[config.mk]
export PLATFORM = sky130hd
export DESIGN_NAME = sm_gen_flat
export DESIGN_NICKNAME = d
export VERILOG_FILES = /design/src/rtl/sm_gen_if.sv /design/src/rtl/sm_gen.sv /design/src/flat_wrapper.sv
export SDC_FILE = /design/constraint.sdc
export NUM_CORES = 1
export LEC_CHECK = 0
export CAP_MARGIN = 25
export CORE_ASPECT_RATIO = 0.7
export CORE_UTILIZATION = 30
export DETAILED_ROUTE_END_ITERATION = 6
export PLACE_DENSITY_LB_ADDON = 0.3
export SLEW_MARGIN = 20
export SYNTH_ARGS = -nofsm -noshare
export SYNTH_HDL_FRONTEND = slang
export SYNTH_SLANG_ARGS = --single-unit
[constraint.sdc]
create_clock -name En -period 3.35 [get_ports En]
set_clock_uncertainty 0.2 [all_clocks]
set_input_delay 0.8375 -clock En [delete_from_list [all_inputs] [get_ports En]]
set_output_delay 0.8375 -clock En [all_outputs]
set_load 0.005 [all_outputs]
[src/rtl/sm_gen_if.sv]
// sm_gen_if: start/busy/done handshake plus the a/b symbol wires of the sm link.
interface sm_gen_if #(parameter int NSYM = 4);
   logic              start;
   logic [2*NSYM-1:0] data;
   logic              a;
   logic              b;
   logic              busy;
   logic              done;
   logic              err;
   modport master (output start, data, input a, b, busy, done, err);
   modport slave  (input start, data, output a, b, busy, done, err);
endinterface

[src/rtl/sm_gen.sv]
// sm_gen: replays a packed word of 2-bit symbols MSB-first on a/b, each held HOLD clocks, then GAP idle clocks.
module sm_gen #(
   parameter int NSYM = 4,
   parameter int HOLD = 3,
   parameter int GAP  = 2
) (
   input  logic    En,
   input  logic    rst,
   sm_gen_if.slave s
);
   localparam int W  = 2 * NSYM;
   localparam int SW = $clog2(NSYM + 1);
   typedef enum logic [1:0] {S_IDLE, S_SEND, S_GAP, S_DONE} state_t;
   state_t         state_q, state_d;
   logic [W-1:0]   sr_q, sr_d;
   logic [SW-1:0]  sym_q, sym_d;
   logic [7:0]     hold_q, hold_d;
   logic [7:0]     gap_q, gap_d;
   logic           a_q, a_d, b_q, b_d, busy_q, busy_d, done_q, done_d, err_q, err_d;
   logic           accept, last_hold, last_sym, snd, ill;
   logic [1:0]     cur;
   assign accept    = s.start && (state_q == S_IDLE || state_q == S_DONE);
   assign last_hold = hold_q == 8'(HOLD - 1);
   assign last_sym  = sym_q == SW'(NSYM - 1);
   always_ff @(posedge En or posedge rst) begin
      if (rst) begin
         state_q <= S_IDLE;
         sr_q    <= '0;
         sym_q   <= '0;
         hold_q  <= '0;
         gap_q   <= '0;
         a_q     <= 1'b0;
         b_q     <= 1'b0;
         busy_q  <= 1'b0;
         done_q  <= 1'b0;
         err_q   <= 1'b0;
      end else begin
         state_q <= state_d;
         sr_q    <= sr_d;
         sym_q   <= sym_d;
         hold_q  <= hold_d;
         gap_q   <= gap_d;
         a_q     <= a_d;
         b_q     <= b_d;
         busy_q  <= busy_d;
         done_q  <= done_d;
         err_q   <= err_d;
      end
   end
   always_comb begin
      state_d = state_q;
      sr_d    = sr_q;
      sym_d   = sym_q;
      hold_d  = hold_q;
      gap_d   = gap_q;
      case (state_q)
         S_SEND: begin
            hold_d = last_hold ? 8'd0 : hold_q + 8'd1;
            if (last_hold) begin
               sr_d  = sr_q << 2;
               sym_d = sym_q + 1'b1;
               if (last_sym) begin
                  state_d = (GAP == 0) ? S_DONE : S_GAP;
                  gap_d   = 8'd0;
               end
            end
         end
         S_GAP: begin
            gap_d = gap_q + 8'd1;
            if (gap_q == 8'(GAP - 1)) state_d = S_DONE;
         end
         default: begin
            state_d = accept ? S_SEND : S_IDLE;
            if (accept) begin
               sr_d   = s.data;
               sym_d  = '0;
               hold_d = 8'd0;
            end
         end
      endcase
   end
   // Outputs are decoded from the next state so they register in step with it.
   always_comb begin
      cur    = sr_d[W-1 -: 2];
      ill    = &cur;
      snd    = state_d == S_SEND;
      a_d    = snd & cur[1] & ~ill;
      b_d    = snd & cur[0] & ~ill;
      busy_d = snd | (state_d == S_GAP);
      done_d = state_d == S_DONE;
      err_d  = (err_q & ~accept) | (snd & ill);
   end
   assign s.a    = a_q;
   assign s.b    = b_q;
   assign s.busy = busy_q;
   assign s.done = done_q;
   assign s.err  = err_q;
endmodule

[src/flat_wrapper.sv]
// flat-port wrapper written by rule: the top's interface ports become plain ports
module sm_gen_flat 
#(
   parameter int NSYM = 4,
   parameter int HOLD = 3,
   parameter int GAP  = 2
)
  (En, rst, s_start, s_data, s_a, s_b, s_busy, s_done, s_err);
  sm_gen_if #(.NSYM(NSYM)) s_i ();
  input  logic En;
  input  logic rst;
  input wire logic [$bits(s_i.start)-1:0] s_start;
  input wire logic [$bits(s_i.data)-1:0] s_data;
  output wire logic [$bits(s_i.a)-1:0] s_a;
  output wire logic [$bits(s_i.b)-1:0] s_b;
  output wire logic [$bits(s_i.busy)-1:0] s_busy;
  output wire logic [$bits(s_i.done)-1:0] s_done;
  output wire logic [$bits(s_i.err)-1:0] s_err;
  assign s_i.start = s_start;
  assign s_i.data = s_data;
  assign s_a = s_i.a;
  assign s_b = s_i.b;
  assign s_busy = s_i.busy;
  assign s_done = s_i.done;
  assign s_err = s_i.err;
  sm_gen #(.NSYM(NSYM), .HOLD(HOLD), .GAP(GAP)) u_core (.En(En), .rst(rst), .s(s_i));
endmodule
# Yosys cells after proc, flatten, opt, wreduce, memory -nomap -nowiden
# Index checks and enable logic that the tools add are counted.
# totals
ff_bits,34
latch_bits,0
ram_bits,0
romBits,0
inputBits,11
memories,0
# op_classes
addsub,3
multipliers,0
div,0
magnitude_cmp,0
n_eq_ne,11
shifts,0
muxes,17
bitwise,11
reduce_logical,9
# op_table
operator,count
two-way mux 8 bit,6
one-hot mux 8 bit (2 select lines),3
adder 8 x 1 -> 8 bit (second input constant),2
== test 2 bit (second input constant),4
== test 8 x 1 -> 1 bit (second input constant),1
== test 8 x 2 -> 1 bit (second input constant),1
bitwise AND 1 bit,6
two-way mux 2 bit,3
two-way mux 3 bit,2
one-hot mux 3 bit (2 select lines),1
AND reduction 3 bit,2
== test 2 x 1 -> 1 bit (second input constant),2
!= test 2 x 1 -> 1 bit (second input constant),2
one-hot mux 2 bit (2 select lines),1
AND reduction 2 bit,2
nonzero test 2 bit,2
adder 3 x 1 -> 3 bit (second input constant),1
== test 3 x 2 -> 1 bit (second input constant),1
NOT 1 bit,3
zero test 2 bit,1
bitwise OR 1 bit,2
logical AND 1 bit,1
logical OR 1 bit,1
two-way mux 1 bit,1

# Longest topological paths before layout
# logic_depth
ltp_word,8
ltp_mapped,12
ltp_nobuf,10

# Least setup slack after synthesis
# OpenSTA, ideal clock, no wires.
# synth_timing
path_kind,flip-flop to flip-flop
from,reg u_core.state_q[1]
to,"reg u_core.err_q, in the netlist u_core.s.err"
setup_ns,0.086
arrival_ns,2.262
required_ns,3.064
path_slack_ns,0.802
stages_incl_launch_ff,13
period_less_slack_ns,2.548
cell_sequence,dfrtp_1 > inv_1 > ha_1 > buf_2 > inv_1 > a31oi_1 > clkbuf_1 > nor2_1 > o31ai_1 > ha_1 > and2_1 > a22oi_1 > a32oi_1
# synth_between
elab_chain_len,8
# synth_lines
element,line,source
from (decl),sm_gen.sv:14,"state_t state_q, state_d;"
from (signal assigned),sm_gen.sv:38,state_q <= state_d;
== test 2 bit or zero test 2 bit (tied branches),sm_gen.sv:22,assign accept = s.start && (state_q == S_IDLE || state_q == S_DONE);
logical OR 1 bit,sm_gen.sv:22,
logical AND 1 bit,sm_gen.sv:22,
two-way mux 1 bit,sm_gen.sv:73,state_d = accept ? S_SEND : S_IDLE;
one-hot mux 2 bit (2 select lines) (*),sm_gen.sv:56,case (state_q)
via u_core.state_d[0],sm_gen.sv:14,
== test 2 x 1 -> 1 bit (*),sm_gen.sv:86,snd = state_d == S_SEND;
bitwise AND 1 bit (*),sm_gen.sv:91,err_d = (err_q & ~accept) | (snd & ill);
bitwise OR 1 bit (*),sm_gen.sv:91,
via u_core.err_d,sm_gen.sv:19,"logic a_q, a_d, b_q, b_d, busy_q, busy_d, done_q, done_d, err_q, err_d;"
to (signal assigned),sm_gen.sv:47,err_q <= err_d;
to (decl),sm_gen.sv:19,
# Mark *: on every way through the listed nets, which the timed path passes. The rest lies on a longest branch. The select of a mux whose other input is x is not followed.
# A chain may end at the register's enable or synchronous reset.

# Worst setup path after layout
# layout_timing
from,reg u_core.state_q[0]
to,"reg u_core.err_q, in the netlist u_core.s.err"
# Same word-level chain as after synthesis.

==> results.sh <==
export IMPL_wl_met3_um=201
export IMPL_cts_resized_gates=0
export IMPL_r2r_slack_ps=430
export IMPL_crit_required_ps=3350
export IMPL_io_buffer_count=15
export IMPL_aggregate_routed_wire_length_um=4240
export IMPL_synth_top_flop_cell="sky130_fd_sc_hd__dfrtp_1"
export IMPL_syn_area_per_cell_um2=10.3
export IMPL_clkSinkCount=34
export IMPL_place_detailed_instances=276
export IMPL_dpl_hpwl_um=2910
export IMPL_p_leak_uw=0.000930
export IMPL_vias=1479
export IMPL_first_global_vias=1459
export IMPL_synth_warning_count=0
export IMPL_grt_util_all_layers_pct=13.6
export IMPL_final_hold_violation_count=0
export IMPL_post_synth_top_area_cell="sky130_fd_sc_hd__dfrtp_1"
export IMPL_maxSlewViolCount=0
export IMPL_ys_seq_elements=34
export IMPL_worstSetupEndpointType="flop"
export IMPL_final_period_minus_worst_setup_slack_ps=2920
export IMPL_mappedNetlistArea_um2=1920
export IMPL_synth_edf_count=0
export IMPL_drive_gt1_share_pct=11.2
export IMPL_worstSetupStartpointType="flop"
export IMPL_cts_htree_levels=2
export IMPL_gr_total_overflow=0
export IMPL_slew_headroom_pct=60.6
export IMPL_cts_path_max_buffers=2
export IMPL_finalNetCount=227
export IMPL_met2RoutedLength_um=1670
export IMPL_maximum_number_of_pins_on_one_net_before_global_route_repair=35
export IMPL_detail_route_iter0_violations=63
export IMPL_synth_sequential_area_ratio_pct=44.2
export IMPL_insertedDiodeCount=0
export IMPL_synth_most_common_cell="sky130_fd_sc_hd__dfrtp_1"
export IMPL_rows=24
export IMPL_grt_first_pass_wirelength_um=7280
export IMPL_maxCapViolations=0
export IMPL_antenna_found_initial=0
export IMPL_finalSetupViolCount=0
export IMPL_p_per_area_nw_per_um2=324
export IMPL_synth_fp_nets=209
export IMPL_finalNonFillerCells=283
export IMPL_cts_hold_buffers_added=0
export IMPL_worst_hold_path_type="flop to flop"
export IMPL_synth_top_area_share_pct=44.2
export IMPL_critPathArrivalTime_ps=2910
export IMPL_detail_route_wirelength_met1_um=2340
export IMPL_clk_transition_reported_paths_ps=70
export IMPL_netlist_cell_type_count=48
export IMPL_floorplan_die_width_um=97.7
export IMPL_tot_pwr_uw=727
export IMPL_worst_pin_slew_ps=585
export IMPL_fp_dieH_um=69.0
export IMPL_synth_commonest_cells="sky130_fd_sc_hd__dfrtp_1 (34), sky130_fd_sc_hd__o21ai_0 (15), sky130_fd_sc_hd__nor2_1 (12), sky130_fd_sc_hd__ha_1 (11), sky130_fd_sc_hd__inv_1 (11)"
export IMPL_route_detailed_wl_per_inst_um=15.0
export IMPL_finalCritPeriodShare_pct=87.0
export IMPL_synth_cells=187
export IMPL_postLayoutCoreUtil_pct=36.1
export IMPL_outcome="finished, final reports clean"
export IMPL_cts_post_setup_buffers_inserted=0
export IMPL_fin_setup_tns_ps=0
export IMPL_synth_top_cells_by_area="sky130_fd_sc_hd__dfrtp_1 (44%), sky130_fd_sc_hd__ha_1 (7.2%), sky130_fd_sc_hd__o21ai_0 (3.9%)"
export IMPL_die_area_um2=6740
export IMPL_ir_worst_vdd_mv=0.146
export IMPL_grt_setup_unrepaired="false"
export IMPL_gpl_final_weighted_congestion=0.792
export IMPL_synthToLayoutAreaGrowth_pct=16.6
export IMPL_cts_tree="done"
export IMPL_tritoncts_num_buffers=5
export IMPL_antenna_violating_nets_post_route=0
export IMPL_clk_insertion_delay_late_ps=280
export IMPL_drcViolationCount=0
export IMPL_drt_vias_per_instance=5.23
export IMPL_detailed_routing_iteration_count_for_the_pre_antenna_repair_pass=4
export IMPL_ioPinCount=16
export IMPL_placeableCoreArea_um2=6220
export IMPL_asyncSetResetFlopFracSynth_pct=100
export IMPL_max_freq_mhz=343
export IMPL_routed_top_layer="met4"
export IMPL_ctsRootBufferMaster="sky130_fd_sc_hd__clkbuf_8"
export IMPL_initial_core_util_pct=31.0
export IMPL_critPathMaxFanout=11
export IMPL_timing_worst_setup_path_type="flop to flop"
## registers in the layout (all words and copies together) (netlist names)
signal	count
u_core.s.err	1
u_core.gap_q	8
u_core.s.b	1
u_core.sr_q	8
u_core.state_q	2
u_core.s.done	1
u_core.s.a	1
u_core.sym_q	3
u_core.hold_q	8
u_core.s.busy	1
## kinds of logic after synthesis
kind of cell | count (synthesis) | share of synthesized area, %
mux | 9 | 5.01
xor+xnor | 4 | 1.82
buf+inv | 19 | 3.97
simple gates | 58 | 18.0
flops | 34 | 44.2
fa+ha+maj | 11 | 7.15
compound gates | 52 | 19.8
## critical path, stage by stage (launching register included)
cell and delay (ps):
sky130_fd_sc_hd__dfrtp_1 400, sky130_fd_sc_hd__inv_1 90, sky130_fd_sc_hd__ha_1 430, sky130_fd_sc_hd__inv_1 260, sky130_fd_sc_hd__nor2_1 170, sky130_fd_sc_hd__a31oi_1 100, sky130_fd_sc_hd__o31ai_1 450, sky130_fd_sc_hd__ha_1 320
sky130_fd_sc_hd__and2_1 150, sky130_fd_sc_hd__a22oi_1 80, sky130_fd_sc_hd__a32oi_1 190
## worst paths after layout
check                      cells past startpoint                to         startpoint
setup / recovery                              10      u_core.s.err  u_core.state_q[0]
hold / removal                                 1   u_core.sym_q[0]    u_core.sym_q[0]
setup reg to reg                              10      u_core.s.err  u_core.state_q[0]
max in group asynchronous                      3  u_core.hold_q[6]                rst
min in group asynchronous                      3   u_core.gap_q[5]                rst
hold reg to reg                                1   u_core.sym_q[0]    u_core.sym_q[0]
## routing by layer
layer	up-vias	global-route usage (%)
li1	726	-
met3	4	3.04
met1	716	21.3
met4	0	4.04
met2	33	18.2
met5	-	0
## area by class of cell
class,count,area (µm²)
inverter,11,41.3
tap,78,97.6
clock buffer,7,76.3
timing repair buffer,19,180
multi-input combinational,134,997
fill,617,3970
sequential,34,851
## through the flow
| stage | area [µm²] | hold WS, ps | setup WS, ps |
|---|---|---|---|
| 2_1_floorplan | 1920 | 257 | 802 |
| 3_3_place_gp | 2170 | 290 | 490 |
| 3_5_place_dp | 2170 | 285 | 416 |
| 4_1_cts | 2240 | 294 | 408 |
| 5_1_grt | 2240 | 319 | 232 |
| 6_report | 2240 | 287 | 434 |
## where the power goes
| part | total [µW] | leakage, µW | switching (µW) | internal, µW |
|---|---|---|---|---|
| clock | 288 | 0.0000383 | 145 | 143 |
| sequential | 412 | 0.000427 | 0.742 | 412 |
| combinational | 26.6 | 0.000465 | 12.4 | 14.2 |
| total | 727 | 0.000930 | 158 | 569 |
## layout by cell type, fill, tap and decap left out, types with 2 or more instances in the layout
| master | instances |
|---|---|
| sky130_fd_sc_hd__nor3b_2 | 2 |
| sky130_fd_sc_hd__ha_1 | 11 |
| sky130_fd_sc_hd__buf_4 | 4 |
| sky130_fd_sc_hd__clkbuf_1 | 2 |
| sky130_fd_sc_hd__nor3_1 | 3 |
| sky130_fd_sc_hd__dfrtp_1 | 34 |
| sky130_fd_sc_hd__clkbuf_8 | 5 |
| sky130_fd_sc_hd__mux2_2 | 5 |
| sky130_fd_sc_hd__a22oi_1 | 2 |
| sky130_fd_sc_hd__inv_1 | 11 |
| sky130_fd_sc_hd__a21oi_1 | 6 |
| sky130_fd_sc_hd__and2_1 | 2 |
| sky130_fd_sc_hd__nand2_1 | 10 |
| sky130_fd_sc_hd__o31ai_1 | 5 |
| sky130_fd_sc_hd__nand3_1 | 9 |
| sky130_fd_sc_hd__or4_1 | 2 |
| sky130_fd_sc_hd__clkdlybuf4s50_1 | 15 |
| sky130_fd_sc_hd__or3_1 | 2 |
| sky130_fd_sc_hd__o211ai_1 | 4 |
| sky130_fd_sc_hd__a22o_1 | 4 |
| sky130_fd_sc_hd__o2bb2ai_1 | 2 |
| sky130_fd_sc_hd__a31oi_1 | 2 |
| sky130_fd_sc_hd__and3_1 | 2 |
| sky130_fd_sc_hd__nor2_1 | 12 |
| sky130_fd_sc_hd__nor4b_1 | 3 |
| sky130_fd_sc_hd__a32o_1 | 2 |
| sky130_fd_sc_hd__xnor2_1 | 4 |
| sky130_fd_sc_hd__a32oi_1 | 2 |
| sky130_fd_sc_hd__mux2i_1 | 4 |
| sky130_fd_sc_hd__o21ai_0 | 15 |
Note: power is estimated with default switching activity, not from simulation.
